<file path="config.mk">
export PLATFORM = sky130hd
export DESIGN_NAME = spike_mac_seq
export DESIGN_NICKNAME = d
export VERILOG_FILES = /design/src/rtl/snn_mac_pkg.sv /design/src/rtl/spike_lane_sum.sv /design/src/rtl/spike_mac_seq.sv
export SDC_FILE = /design/constraint.sdc
export NUM_CORES = 1
export LEC_CHECK = 0
export BUFFER_PORTS_ARGS = -buffer_cell sky130_fd_sc_hd__buf_2
export CAP_MARGIN = 10
export CORE_MARGIN = 2
export CORE_UTILIZATION = 51
export DETAILED_ROUTE_END_ITERATION = 16
export GPL_ROUTABILITY_DRIVEN = 0
export PLACE_DENSITY = 0.87
export SLEW_MARGIN = 20
export SYNTH_ARGS = -nofsm -noshare
export SYNTH_HDL_FRONTEND = slang
export SYNTH_SLANG_ARGS = --single-unit
</file>
<file path="constraint.sdc">
create_clock -name clk -period 7.35 [get_ports clk]
set_clock_uncertainty 0.05 [all_clocks]
set_input_delay 0.3675 -clock clk [delete_from_list [all_inputs] [get_ports clk]]
set_output_delay 0.3675 -clock clk [all_outputs]
set_load 0.02 [all_outputs]
</file>
<file path="src/rtl/snn_mac_pkg.sv">
// Shared types and helpers for the spike-gated MAC: FSM state encoding,
// a constant-foldable ceil(log2) and a width-parametrised saturating add.
package snn_mac_pkg;

  typedef enum logic [1:0] {
    IDLE  = 2'd0,
    ACCUM = 2'd1,
    DONE  = 2'd2
  } mac_state_t;

  // Wide enough for any practical accumulator plus the widest partial sum.
  localparam int SAT_CALC_W = 64;

  // ceil(log2(value)); returns 0 for value <= 1 so a single lane needs no tree levels.
  function automatic int clog2(input int value);
    int result;
    int span;
    result = 0;
    span   = 1;
    while (span < value) begin
      span   = span * 2;
      result = result + 1;
    end
    return result;
  endfunction

  // Adds two sign-extended operands and clamps the result to the signed
  // range of 'width' bits. Operands are carried at SAT_CALC_W bits so the
  // raw sum never wraps before it is compared against the limits.
  function automatic logic signed [SAT_CALC_W-1:0] sat_add(
    input logic signed [SAT_CALC_W-1:0] a,
    input logic signed [SAT_CALC_W-1:0] b,
    input int                           width
  );
    logic signed [SAT_CALC_W-1:0] total;
    logic signed [SAT_CALC_W-1:0] max_v;
    logic signed [SAT_CALC_W-1:0] min_v;
    total = a + b;
    max_v = (64'sd1 <<< (width - 1)) - 64'sd1;
    min_v = -(64'sd1 <<< (width - 1));
    if (total > max_v) begin
      return max_v;
    end else if (total < min_v) begin
      return min_v;
    end
    return total;
  endfunction

endpackage

</file>
<file path="src/rtl/spike_lane_sum.sv">
// Combinational gated adder tree: each lane contributes its sign-extended
// weight when its spike bit is set, and the lanes are summed pairwise in a
// balanced binary tree padded up to the next power of two.
module spike_lane_sum
  import snn_mac_pkg::*;
#(
  parameter int LANES   = 5,
  parameter int W_WIDTH = 8,
  parameter int PART_W  = W_WIDTH + clog2(LANES) + 1
) (
  input  logic [LANES-1:0]          spikes,
  input  logic [LANES*W_WIDTH-1:0]  weights,
  output logic signed [PART_W-1:0]  partial
);

  localparam int LEVELS = clog2(LANES);
  localparam int LEAVES = 1 << LEVELS;

  // Heap-ordered tree: node 0 is the root, leaves start at LEAVES-1.
  logic signed [PART_W-1:0] node [2*LEAVES-1];

  for (genvar gi = 0; gi < LEAVES; gi++) begin : g_leaf
    if (gi < LANES) begin : g_live
      assign node[LEAVES-1+gi] = spikes[gi]
                               ? PART_W'($signed(weights[gi*W_WIDTH +: W_WIDTH]))
                               : '0;
    end else begin : g_pad
      assign node[LEAVES-1+gi] = '0;
    end
  end

  for (genvar gi = 0; gi < LEAVES - 1; gi++) begin : g_node
    assign node[gi] = node[2*gi+1] + node[2*gi+2];
  end

  assign partial = node[0];

endmodule

</file>
<file path="src/rtl/spike_mac_seq.sv">
// Sequential spike-gated multiply-accumulate. A spike/weight vector is
// captured on accept, then summed LANES inputs per cycle through one shared
// lane adder tree, with the running total saturated after every chunk.
// The result is presented over a valid/ready handshake.
module spike_mac_seq
  import snn_mac_pkg::*;
#(
  parameter int N_IN      = 25,
  parameter int LANES     = 5,
  parameter int W_WIDTH   = 8,
  parameter int ACC_WIDTH = 16
) (
  input  logic                      clk,
  input  logic                      rst_n,
  input  logic                      in_valid,
  output logic                      in_ready,
  input  logic [N_IN-1:0]           spikes,
  input  logic [N_IN*W_WIDTH-1:0]   weights,
  output logic                      out_valid,
  input  logic                      out_ready,
  output logic [ACC_WIDTH-1:0]      sum_out,
  output logic                      sat_flag
);

  localparam int CHUNKS = (N_IN + LANES - 1) / LANES;
  localparam int PAD_N  = CHUNKS * LANES;
  localparam int IDX_W  = (CHUNKS > 1) ? clog2(CHUNKS) : 1;
  localparam int PART_W = W_WIDTH + clog2(LANES) + 1;
  localparam logic [IDX_W-1:0] LAST_IDX = IDX_W'(CHUNKS - 1);

  mac_state_t state;
  mac_state_t next_state;

  logic [N_IN-1:0]          spikes_q;
  logic [N_IN*W_WIDTH-1:0]  weights_q;
  logic [IDX_W-1:0]         idx;
  logic [ACC_WIDTH-1:0]     acc;

  logic [PAD_N-1:0]         spikes_pad;
  logic [PAD_N*W_WIDTH-1:0] weights_pad;
  logic [LANES-1:0]         lane_spikes;
  logic [LANES*W_WIDTH-1:0] lane_weights;
  logic signed [PART_W-1:0] partial;

  logic signed [SAT_CALC_W-1:0] acc_ext;
  logic signed [SAT_CALC_W-1:0] part_ext;
  logic signed [SAT_CALC_W-1:0] raw_sum;
  logic signed [SAT_CALC_W-1:0] sat_sum;
  logic [ACC_WIDTH-1:0]         acc_next;
  logic                         clamped;
  logic                         accept;
  logic                         last_chunk;

  // Zero-pad the captured vector to a whole number of chunks so the final
  // chunk's missing lanes read as silent inputs.
  always_comb begin
    spikes_pad                        = '0;
    weights_pad                       = '0;
    spikes_pad[N_IN-1:0]              = spikes_q;
    weights_pad[N_IN*W_WIDTH-1:0]     = weights_q;
  end

  assign lane_spikes  = spikes_pad[int'(idx)*LANES +: LANES];
  assign lane_weights = weights_pad[int'(idx)*LANES*W_WIDTH +: LANES*W_WIDTH];

  spike_lane_sum #(
    .LANES   (LANES),
    .W_WIDTH (W_WIDTH),
    .PART_W  (PART_W)
  ) u_lane_sum (
    .spikes  (lane_spikes),
    .weights (lane_weights),
    .partial (partial)
  );

  // Saturating accumulate of the current chunk; a clamp is detected as the
  // saturated sum differing from the unbounded one.
  always_comb begin
    acc_ext  = {{(SAT_CALC_W-ACC_WIDTH){acc[ACC_WIDTH-1]}}, acc};
    part_ext = {{(SAT_CALC_W-PART_W){partial[PART_W-1]}}, partial};
    raw_sum  = acc_ext + part_ext;
    sat_sum  = sat_add(acc_ext, part_ext, ACC_WIDTH);
    clamped  = (sat_sum != raw_sum);
    acc_next = sat_sum[ACC_WIDTH-1:0];
  end

  assign accept     = in_valid && (state == IDLE);
  assign last_chunk = (idx == LAST_IDX);

  // State register; reset drops any vector in flight.
  always_ff @(posedge clk or negedge rst_n) begin
    if (!rst_n) begin
      state <= IDLE;
    end else begin
      state <= next_state;
    end
  end

  // Next-state and handshake decode.
  always_comb begin
    next_state = state;
    in_ready   = 1'b0;
    out_valid  = 1'b0;
    case (state)
      IDLE: begin
        in_ready = 1'b1;
        if (in_valid) next_state = ACCUM;
      end
      ACCUM: begin
        if (last_chunk) next_state = DONE;
      end
      DONE: begin
        out_valid = 1'b1;
        if (out_ready) next_state = IDLE;
      end
      default: next_state = IDLE;
    endcase
  end

  // Datapath: capture on accept, accumulate one chunk per ACCUM cycle, and
  // publish the final total as the chunk counter finishes.
  always_ff @(posedge clk or negedge rst_n) begin
    if (!rst_n) begin
      spikes_q  <= '0;
      weights_q <= '0;
      idx       <= '0;
      acc       <= '0;
      sum_out   <= '0;
      sat_flag  <= 1'b0;
    end else if (accept) begin
      spikes_q  <= spikes;
      weights_q <= weights;
      idx       <= '0;
      acc       <= '0;
      sat_flag  <= 1'b0;
    end else if (state == ACCUM) begin
      acc <= acc_next;
      if (clamped) sat_flag <= 1'b1;
      if (last_chunk) begin
        idx     <= '0;
        sum_out <= acc_next;
      end else begin
        idx <= idx + IDX_W'(1);
      end
    end
  end

endmodule
</file>
==> results.ini <==
[floorplanning]
die_w_um=167
core_area_um2=26100
start_util_pct=52.1
die_area_um2=27900
rows=59
die_h_um=167
ios=248

[finish]
postLayoutCoreUtil_pct=70.8
areaGrowthSynthToFinish_pct=35.9
nFillCells=1638
multi_input_area_um2=6520
fin_nets=2231
layout-drive-gt1-share_pct=21.2
seqCellArea_um2=6590
layout.cells.non_filler=2307

[place]
numPortBuffers=247
placed_cells=2021
dp_hpwl_um=25900

[clocking]
clock_latency_ps=580
cts_tree=yes
htree_levels=1
cts_root_buf=clkbuf_16
clock_sink_count=263
cts.clk_slew.worst_paths_ps=60
clockBufferDepth=3
numCtsBuffers=29

[outcome]
status=finished, final reports clean

[global_routing]
gr-usage-all-layers_pct=33.9
grt_max_degree=102
grt_pass1_wl_um=74300
overflow=0
first_global_vias=14100
antenna_found_initial=8

[detailed_routing]
first_pass_iters=5
drc=0
wire_per_inst_um=20.6
ant_nets=0
via_per_inst=5.85
drtIter0Drc=1460
top_layer_used=met4
wl_met2_um=23400
wl_um=47400
wl_met3_um=4150
wl_met1_um=15900
vias=13500

[sta]
whs_ps=10.0
setup_viol=0
finalSetupTns_ps=0
slew_viol_final=0
max_freq_mhz=142
hold_viol=0
rsz0062_at_grt=false
maxSlewHeadroom_pct=35.4
period_minus_slack_ps=7060
fin_crit_sh_pct=96.1
tightest_slew_ps=970

[synthesis]
synth_flop_cell=dfrtp_1
synth-edff-count=0
syn_nets=1786
ys_seq_area_share_pct=48.5
synth_seq_cells=263
synth.cell_area_um2=13600
async_flop_share_pct=100
yosys_warnings=0
syn_inst=1498
ys_types=57
synth_area_per_cell_um2=9.06

[setup_path]
r2r_slack_ps=290
crit_path_max_fanout=14
ff2ff_path_depth=27
timing.rr.end=acc[4]
r2r_start=idx[0]
cp.required_ps=7760
crit_start=idx[0]
arrival_ps=7470
endpoint=acc[4]
critPathLaunchType=flip-flop
path_class=flip-flop to flip-flop
timing.critical_path.to_type=flip-flop

[job]
max_cap_violations=0

[hold_path]
hold_class=input port to flip-flop
hp-start=weights[196]

## final cells by class
type / count / share of cell area (%)
diodes: 9 / 0.122
well taps: 335 / 2.27
clock buffers: 38 / 4.34
clock inverters: 13 / 0.807
repair buffers: 498 / 20.4
flip-flops and latches: 263 / 35.7
inverters: 48 / 0.977
multi-input cells: 1103 / 35.3
## critical path, stage by stage, from the launching register on
cell and delay, ps:
dfrtp_4 440, buf_12 170, mux4_2 530, a22oi_1 190
nor2_1 110, fa_1 520, inv_1 60, fa_1 520
fa_1 550, inv_1 40, ha_1 220, fa_1 420
a21o_1 210, a21oi_2 180, o21bai_1 110, a21oi_2 170
o21ai_2 110, a2111oi_4 310, a21o_1 180, ha_1 290
a21o_1 240, a21o_1 180, a21oi_1 160, o21ai_2 130
xnor2_4 170, buf_12 160, maj3_1 370, o21ai_0 160
## worst min-delay path by stage
| stage | endpoint | cells past startpoint |
|---|---|---|
| final | weights_pad[196] | 3 |
| after global routing | weights_pad[199] | 3 |
| after CTS | weights_pad[196] | 3 |
| after detailed placement | weights_pad[29] | 1 |
| after global placement | weights_pad[47] | 2 |
| after floorplan | acc[0] | 0 |
## flip-flops by register name, summed over array words and instances, names as in the netlist
| signal | flops |
|---|---|
| idx | 3 |
| spikes_pad | 25 |
| acc | 16 |
| sat_flag | 1 |
| sum_out | 16 |
| weights_pad | 200 |
| state | 2 |
## cells by family (layout without fill, tap and decap cells)
logic type      count (synthesis)  in the layout  share of synthesized area [%]
compound gates                147            147                           7.21
xor+xnor                       19             19                           1.28
fa+ha+maj                      73             73                           8.07
buf+inv                       132            597                           3.95
flops                         263            263                           48.5
mux                            49             49                           7.40
other cells                     0              9                              0
simple gates                  815            815                           23.6
## timing repair
item | in CTS | in global routing
hold buffers | 222 | 0
endpoints found under the setup margin | 29 | 31
pin swaps | 1 | 3
resized for setup | 4 | 11
setup buffers | 1 | 3
endpoints found under the hold margin | 320 | 0
## cell usage in the layout, fill, tap and decap left out, types with 29 or more instances in the layout
cell type | netlist | layout
nand2_1 | 716 | 715
dfrtp_1 | 263 | 260
buf_2 | 7 | 246
dlygate4sd3_1 | 0 | 222
inv_1 | 48 | 48
mux4_2 | 41 | 41
a22oi_1 | 41 | 41
nor2_1 | 36 | 36
ha_1 | 32 | 32
clkbuf_16 | 0 | 29
## synthesized netlist by cell type (all sizes together), types with 9 or more instances
cell type	n	share of area, %
a21o	9	0.50
fa	27	4.0
dfrtp	263	49
or2	15	0.69
nand2	716	20
clkbuf	64	1.8
buf	19	0.78
nand3	21	0.77
nor2	36	1.0
a22oi	41	2.3
mux4	41	6.8
xnor2	11	0.77
maj3	14	1.1
ha	32	3.0
o21ai	56	2.1
inv	48	1.3
a21oi	19	0.76
## layer usage
| metal | up-vias | global-route usage (%) |
|---|---|---|
| li1 | 5770 | - |
| met1 | 6410 | 39.1 |
| met2 | 997 | 57.6 |
| met3 | 316 | 6.33 |
| met4 | 0 | 23.0 |
| met5 | - | 0 |
## metrics by stage
step	area [um2]	setup slack, ps
after floorplan	13600	33.1
after global placement	15100	-46.5
after detailed placement	15100	-370
after CTS	18300	12.5
after global routing	18400	28.2
final	18400	290
Power is left out: the tool's default activity adds up to more than one toggle a clock period on the data nets, which glitch-free logic cannot reach.
